===== src/rtl/alu_arbiter_pkg.sv =====
// Shared types and constants for the ALU arbiter.
// Opcode codes, flag bit positions and FSM state encoding.
package alu_arbiter_pkg;

  localparam int OP_W  = 4;
  localparam int FLG_W = 5;

  typedef enum logic [1:0] {
    ARB_IDLE = 2'd0,
    ARB_EXEC = 2'd1,
    ARB_RESP = 2'd2
  } arb_state_e;

  localparam logic [OP_W-1:0] OP_NOP = 4'h0;
  localparam logic [OP_W-1:0] OP_ADD = 4'h1;
  localparam logic [OP_W-1:0] OP_SUB = 4'h2;
  localparam logic [OP_W-1:0] OP_AND = 4'h3;
  localparam logic [OP_W-1:0] OP_OR  = 4'h4;
  localparam logic [OP_W-1:0] OP_NOT = 4'h5;

  localparam int FLG_OV = 4;
  localparam int FLG_UN = 3;
  localparam int FLG_AB = 2;
  localparam int FLG_BB = 1;
  localparam int FLG_EQ = 0;

  function automatic logic op_legal(
    input logic [OP_W-1:0] op
  );
    return op inside {OP_NOP, OP_ADD, OP_SUB,
                      OP_AND, OP_OR, OP_NOT};
  endfunction

endpackage


===== src/rtl/alu_arbiter_rr.sv =====
// Combinational round-robin grant: first set request
// at or after the pointer, wrapping to index 0.
module alu_arbiter_rr #(
  parameter int N  = 4,
  parameter int PW = (N > 1) ? $clog2(N) : 1
) (
  input  logic [N-1:0]  i_req,
  input  logic [PW-1:0] i_ptr,
  output logic [N-1:0]  o_gnt
);

  logic w_found;
  int   w_idx;

  always_comb begin
    o_gnt   = '0;
    w_found = 1'b0;
    w_idx   = 0;
    for (int k = 0; k < N; k++) begin
      w_idx = int'(i_ptr) + k;
      if (w_idx >= N) w_idx = w_idx - N;
      if (!w_found && i_req[w_idx]) begin
        o_gnt[w_idx] = 1'b1;
        w_found      = 1'b1;
      end
    end
  end

endmodule


===== src/rtl/alu_arbiter.sv =====
// Shares one ALU between NUM_REQ requesters: arbitrate,
// drive the ALU, wait ALU_LAT edges, return the result.
module alu_arbiter
  import alu_arbiter_pkg::*;
#(
  parameter int NUM_REQ = 4,
  parameter int DATA_W  = 8,
  parameter int ALU_LAT = 1
) (
  input  logic                      clk,
  input  logic                      reset,
  input  logic [NUM_REQ-1:0]        req_valid,
  output logic [NUM_REQ-1:0]        req_ready,
  input  logic [NUM_REQ*OP_W-1:0]   req_op,
  input  logic [NUM_REQ*DATA_W-1:0] req_a,
  input  logic [NUM_REQ*DATA_W-1:0] req_b,
  output logic [NUM_REQ-1:0]        rsp_valid,
  input  logic [NUM_REQ-1:0]        rsp_ready,
  output logic [DATA_W-1:0]         rsp_data,
  output logic [FLG_W-1:0]          rsp_flags,
  output logic                      rsp_err,
  output logic [OP_W-1:0]           alu_instr,
  output logic [DATA_W-1:0]         alu_a,
  output logic [DATA_W-1:0]         alu_b,
  input  logic [DATA_W-1:0]         alu_c,
  input  logic [FLG_W-1:0]          alu_flags,
  output logic                      busy,
  output logic [15:0]               ops_done
);

  localparam int PW = (NUM_REQ > 1) ? $clog2(NUM_REQ) : 1;
  localparam int CW = (ALU_LAT > 1) ? $clog2(ALU_LAT) : 1;

  arb_state_e          r_state;
  arb_state_e          w_next;
  logic [PW-1:0]       r_ptr;
  logic [PW-1:0]       r_id;
  logic [OP_W-1:0]     r_op;
  logic [DATA_W-1:0]   r_a;
  logic [DATA_W-1:0]   r_b;
  logic [CW-1:0]       r_cnt;
  logic                r_drv;
  logic [NUM_REQ-1:0]  r_rsp_valid;
  logic [DATA_W-1:0]   r_data;
  logic [FLG_W-1:0]    r_flags;
  logic                r_err;
  logic [OP_W-1:0]     r_alu_instr;
  logic [DATA_W-1:0]   r_alu_a;
  logic [DATA_W-1:0]   r_alu_b;
  logic [15:0]         r_ops;

  logic [NUM_REQ-1:0]  w_gnt;
  logic [PW-1:0]       w_gid;
  logic                w_acc;
  logic                w_done;
  logic                w_ack;

  alu_arbiter_rr #(.N(NUM_REQ), .PW(PW)) u_rr (
    .i_req (req_valid),
    .i_ptr (r_ptr),
    .o_gnt (w_gnt)
  );

  always_comb begin
    w_gid = '0;
    for (int k = 0; k < NUM_REQ; k++)
      if (w_gnt[k]) w_gid = PW'(k);
  end

  assign w_acc  = (r_state == ARB_IDLE) && (|w_gnt);
  assign w_done = (r_state == ARB_EXEC) && !r_drv
                  && (r_cnt == '0);
  assign w_ack  = (r_state == ARB_RESP) && rsp_ready[r_id];

  always_ff @(posedge clk) begin
    if (reset) r_state <= ARB_IDLE;
    else       r_state <= w_next;
  end

  always_comb begin
    w_next = r_state;
    unique case (r_state)
      ARB_IDLE: if (w_acc)  w_next = ARB_EXEC;
      ARB_EXEC: if (w_done) w_next = ARB_RESP;
      ARB_RESP: if (w_ack)  w_next = ARB_IDLE;
      default:              w_next = ARB_IDLE;
    endcase
  end

  always_comb begin
    req_ready = (r_state == ARB_IDLE) ? w_gnt : '0;
    busy      = (r_state != ARB_IDLE);
  end

  // First EXEC cycle drives the ALU; ALU_LAT edges later we capture.
  always_ff @(posedge clk) begin
    if (reset) begin
      r_ptr       <= '0;
      r_id        <= '0;
      r_op        <= OP_NOP;
      r_a         <= '0;
      r_b         <= '0;
      r_cnt       <= '0;
      r_drv       <= 1'b0;
      r_rsp_valid <= '0;
      r_data      <= '0;
      r_flags     <= '0;
      r_err       <= 1'b0;
      r_alu_instr <= OP_NOP;
      r_alu_a     <= '0;
      r_alu_b     <= '0;
      r_ops       <= '0;
    end else begin
      if (w_acc) begin
        r_id  <= w_gid;
        r_op  <= req_op[int'(w_gid)*OP_W +: OP_W];
        r_a   <= req_a[int'(w_gid)*DATA_W +: DATA_W];
        r_b   <= req_b[int'(w_gid)*DATA_W +: DATA_W];
        r_cnt <= CW'(ALU_LAT - 1);
        r_drv <= 1'b1;
      end
      if (r_state == ARB_EXEC) begin
        if (r_drv) begin
          r_drv       <= 1'b0;
          r_alu_instr <= op_legal(r_op) ? r_op : OP_NOP;
          r_alu_a     <= r_a;
          r_alu_b     <= r_b;
        end else if (r_cnt == '0) begin
          r_alu_instr <= OP_NOP;
          r_rsp_valid <= NUM_REQ'(1) << r_id;
          r_err       <= !op_legal(r_op);
          r_data      <= op_legal(r_op) ? alu_c : '0;
          r_flags     <= op_legal(r_op) ? alu_flags : '0;
        end else begin
          r_cnt <= r_cnt - 1'b1;
        end
      end
      if (w_ack) begin
        r_rsp_valid <= '0;
        r_ptr       <= (int'(r_id) == NUM_REQ - 1)
                       ? '0 : r_id + 1'b1;
        r_ops       <= r_ops + 16'd1;
      end
    end
  end

  assign rsp_valid = r_rsp_valid;
  assign rsp_data  = r_data;
  assign rsp_flags = r_flags;
  assign rsp_err   = r_err;
  assign alu_instr = r_alu_instr;
  assign alu_a     = r_alu_a;
  assign alu_b     = r_alu_b;
  assign ops_done  = r_ops;

  for (genvar gi = 0; gi < NUM_REQ; gi++) begin : g_stable
    a_req_stable: assert property (
      @(posedge clk) disable iff (reset)
      (req_valid[gi] && !req_ready[gi]) |=>
      (!req_valid[gi] ||
       ($stable(req_op[gi*OP_W +: OP_W]) &&
        $stable(req_a[gi*DATA_W +: DATA_W]) &&
        $stable(req_b[gi*DATA_W +: DATA_W]))));
  end

endmodule


===== config.mk =====
export PLATFORM = sky130hd
export DESIGN_NAME = alu_arbiter
export DESIGN_NICKNAME = d
export VERILOG_FILES = /design/src/rtl/alu_arbiter_pkg.sv /design/src/rtl/alu_arbiter_rr.sv /design/src/rtl/alu_arbiter.sv
export SDC_FILE = /design/constraint.sdc
export NUM_CORES = 1
export LEC_CHECK = 0
export BUFFER_PORTS_ARGS = -buffer_cell sky130_fd_sc_hd__buf_2
export CORE_ASPECT_RATIO = 0.5
export CORE_MARGIN = 10
export CORE_UTILIZATION = 50
export DETAILED_ROUTE_END_ITERATION = 6
export GPL_TIMING_DRIVEN = 0
export MAX_ROUTING_LAYER = met4
export PLACE_DENSITY = 0.88
export REMOVE_ABC_BUFFERS = 1
export SLEW_MARGIN = 20
export SYNTH_ARGS = -nofsm -noshare
export SYNTH_HDL_FRONTEND = slang
export SYNTH_HIERARCHICAL = 1
export SYNTH_SLANG_ARGS = --single-unit

===== constraint.sdc =====
create_clock -name clk -period 3.8 [get_ports clk]
set_input_delay 0.38 -clock clk [delete_from_list [all_inputs] [get_ports clk]]
set_output_delay 0.38 -clock clk [all_outputs]
set_load 0.02 [all_outputs]

==> metrics.md <==
| Metric | Value |
|---|---|
| RSZ-0062 raised after global routing | false |
| Yosys warns | 6 |
| Critical Path AT | 3.74 ns |
| Final nets | 747 |
| Post-route insts no fill | 745 |
| DR pass1 iterations | 5 |
| Fillers | 659 |
| # clock sinks | 82 |
| CP Class | reg2reg |
| R2R Setup Slk | 0.25 ns |
| Synth Area in Adders | 0.0376 |
| Share of layout cells above drive strength 1 | 0.348 |
| Commonest non-fill, non-tap cell in the layout | buf_2 |
| Pleak | 0.00233 uW |
| Vias in the first global route | 3964 |
| First-pass GRT wire length | 18.8 mm |
| Mux cell area share after synthesis | 0.136 |
| Crit path max fanout | 31 |
| Ant diodes | 0 |
| Antenna violations before repair | 0 |
| Syn Std Cell Area | 0.00433 mm2 |
| Die width | 152 um |
| HPWL after detailed placement | 9.01 mm |
| Multi-input logic area | 0.00243 mm2 |
| Post-synth EDFFs | 0 |
| Max VDD drop | 0.295 mV |
| Post-DR vias/cell | 5.37 |
| Cell count after placement | 732 |
| Num CTS Buffers | 9 |
| Remaining Overflow, GRT | 0 |
| Die H | 85.8 um |
| Worst-Skew Late Latency | 0.33 ns |
| Predominant post-synthesis flop cell | dfxtp_1 |
| #FFs+latches synth | 82 |
| Io pins | 162 |
| XOR/XNOR Fraction of Synth Area | 0.00202 |
| Outcome | finished clean |
| Initial Util | 0.528 |
| Complex-gate fraction of the synthesized area | 0.190 |
| Period minus WS final | 3.55 ns |
| H-Tree Level Count | 3 |
| Largest net degree at the start of global routing | 61 |
| Post-Synth Simple-Gate Area | 0.194 |
| Fraction of registers with async set/reset | 0 |
| Hold Path Class | in2reg |
| Synth unique cells | 44 |
| Max Fclk | 0.282 GHz |
| Max_slew headroom | 0.423 |
| Synthesized area per cell | 8.93 um2 |
| GRT Total Usage | 0.177 |
| DIE AREA | 0.0130 mm2 |
| Routability cong. | 0.747 |
| Final setup violation count | 0 |
| Setup slack after layout | 0.255 ns |
| Worst Tran Pin Value | 0.863 ns |
| Via Count | 3999 |
| Post-synthesis sequential area ratio | 0.379 |
| Wire per inst | 15.7 um |
| Crit end category | flop |
| Clock Skew | 0.00750 ns |
| Residual DRC | 0 |
| Largest family of logic cells by synthesized area | simple AND/OR/NAND/NOR gates |
| Max Root-Sink Buffers | 2 |
| Reg clk slew, reported paths | 0.06 ns |
| CTS tree | done |
| CTS root buffer | clkbuf_16 |
| Final Cycle Share | 0.933 |
| Pwr dens | 582 mW/mm2 |
| Post-Place Worst Slack | 0.208 ns |
| Max-Cap Viols | 0 |
| Final hold vios | 0 |
| Commonest cells after routing, fill and taps aside | buf_2 (160), dfxtp_1 (81), nand2_1 (61) |
| Wirelength, routed | 11.7 mm |
| Number of max-slew violations in the final report | 0 |
| Worst setup SP type | flop |
| Worst Path Required | 4.00 ns |
| Row count | 23 |
| Post-DRT Antenna Nets | 0 |
| Cell count after synthesis | 485 |
| # port buffers | 161 |
| Syn-to-layout area delta | 25.9% |
| Initial drt markers | 184 |
| Core area | 0.00820 mm2 |
| Register Area | 0.00164 mm2 |
cells in the mapped netlist (2+ instances only):
master    number  area share
mux4_1         2       0.012
mux2i_1       47        0.11
or3_1         10       0.014
dfxtp_1       82        0.38
and3b_1        4      0.0081
buf_6          7       0.018
or4_1          5      0.0087
clkbuf_1      22       0.019
a22oi_1       16       0.028
buf_4          2      0.0035
o211ai_1       4      0.0069
nor3_1         3      0.0035
a21oi_1       36       0.042
a211oi_2      21       0.061
nor3b_1        9       0.016
and2_1         6      0.0087
nand3b_1       3      0.0052
mux4_2         2       0.010
inv_1         11      0.0095
mux2_2         2      0.0052
o31ai_1        4      0.0069
buf_2          8      0.0092
o21ai_0       31       0.036
nand3_1        6      0.0069
nand4_1        4      0.0058
and4_1         2      0.0040
nor2_1        47       0.041
nand2_1       61       0.053
ha_1          13       0.038
worst max-delay path, cell delays in order, from the launching register on:
cell	delay [ns]
dfxtp_1	0.50
inv_1	0.16
ha_1	0.34
mux4_2	0.39
nor3b_1	0.19
a21oi_1	0.15
o211ai_1	0.29
or4_1	0.62
and2_2	0.35
buf_12	0.22
nor2_1	0.13
a211oi_2	0.06
where the power goes:
part,internal (uW),switching (uW),total (uW)
sequential,1040,130,1170
combinational,523,742,1260
clock,427,315,742
cell families (layout without fill, tap and decap cells):
group | Yosys count | after routing
flops | 82 | 82
fa+ha+maj | 13 | 13
compound gates | 117 | 117
buf+inv | 51 | 199
xor+xnor | 1 | 1
mux | 53 | 53
simple gates | 168 | 168
metrics by stage:
step | area (um2) | power [uW] | setup TNS [ns] | utilization | hold slack (ns)
2_1_floorplan | 4110 | 2060 | -24.58 | - | 0.426
3_3_place_gp | 5060 | 2360 | -52.98 | 0.616 | 0.436
3_5_place_dp | 5200 | 2450 | 0 | 0.635 | 0.444
4_1_cts | 5450 | 3200 | 0 | 0.665 | 0.285
5_1_grt | 5450 | 3380 | 0 | 0.665 | 0.305
6_report | 5450 | 3180 | 0 | 0.665 | 0.293
path summary, 6_finish.rpt:
check,depth (start not counted),endpoint,from
setup / recovery,11,r_a[5],r_ptr[1]
hold / removal,3,rsp_data[4],alu_c[4]
setup reg to reg,11,r_a[5],r_ptr[1]
hold reg to reg,2,alu_a[5],r_a[5]
area by class of cell:
cell class | instances | share of cell area
multi-input combinational | 352 | 0.445
sequential | 82 | 0.301
timing repair buffer | 175 | 0.175
clock buffer | 9 | 0.0413
tap | 112 | 0.0257
inverter | 11 | 0.00757
clock inverter | 4 | 0.00413
state kept, by name (all words and copies together) (netlist names), 2 cells and up:
name	flops
alu_a	8
alu_b	8
alu_instr	4
ops_done	16
r_a	8
r_b	8
r_id	2
r_op	4
r_ptr	2
r_state	2
rsp_data	8
rsp_flags	5
rsp_valid	4
routing by layer:
layer | vias up | share of wire | track usage
met4 | 0 | 0.0096 | 0.0439
met2 | 109 | 0.53 | 0.326
met5 | - | 0 | -
met1 | 1862 | 0.40 | 0.188
li1 | 2015 | - | -
met3 | 13 | 0.058 | 0.0435
what timing repair did:
item | CTS | global route
buffers inserted | 0 | 0
hold buffers | 0 | 0
endpoints found under the setup margin | 0 | 18
endpoints found under the hold margin | 0 | 0
gates resized for setup | 0 | 1
Power figures use the tool's default switching activity.
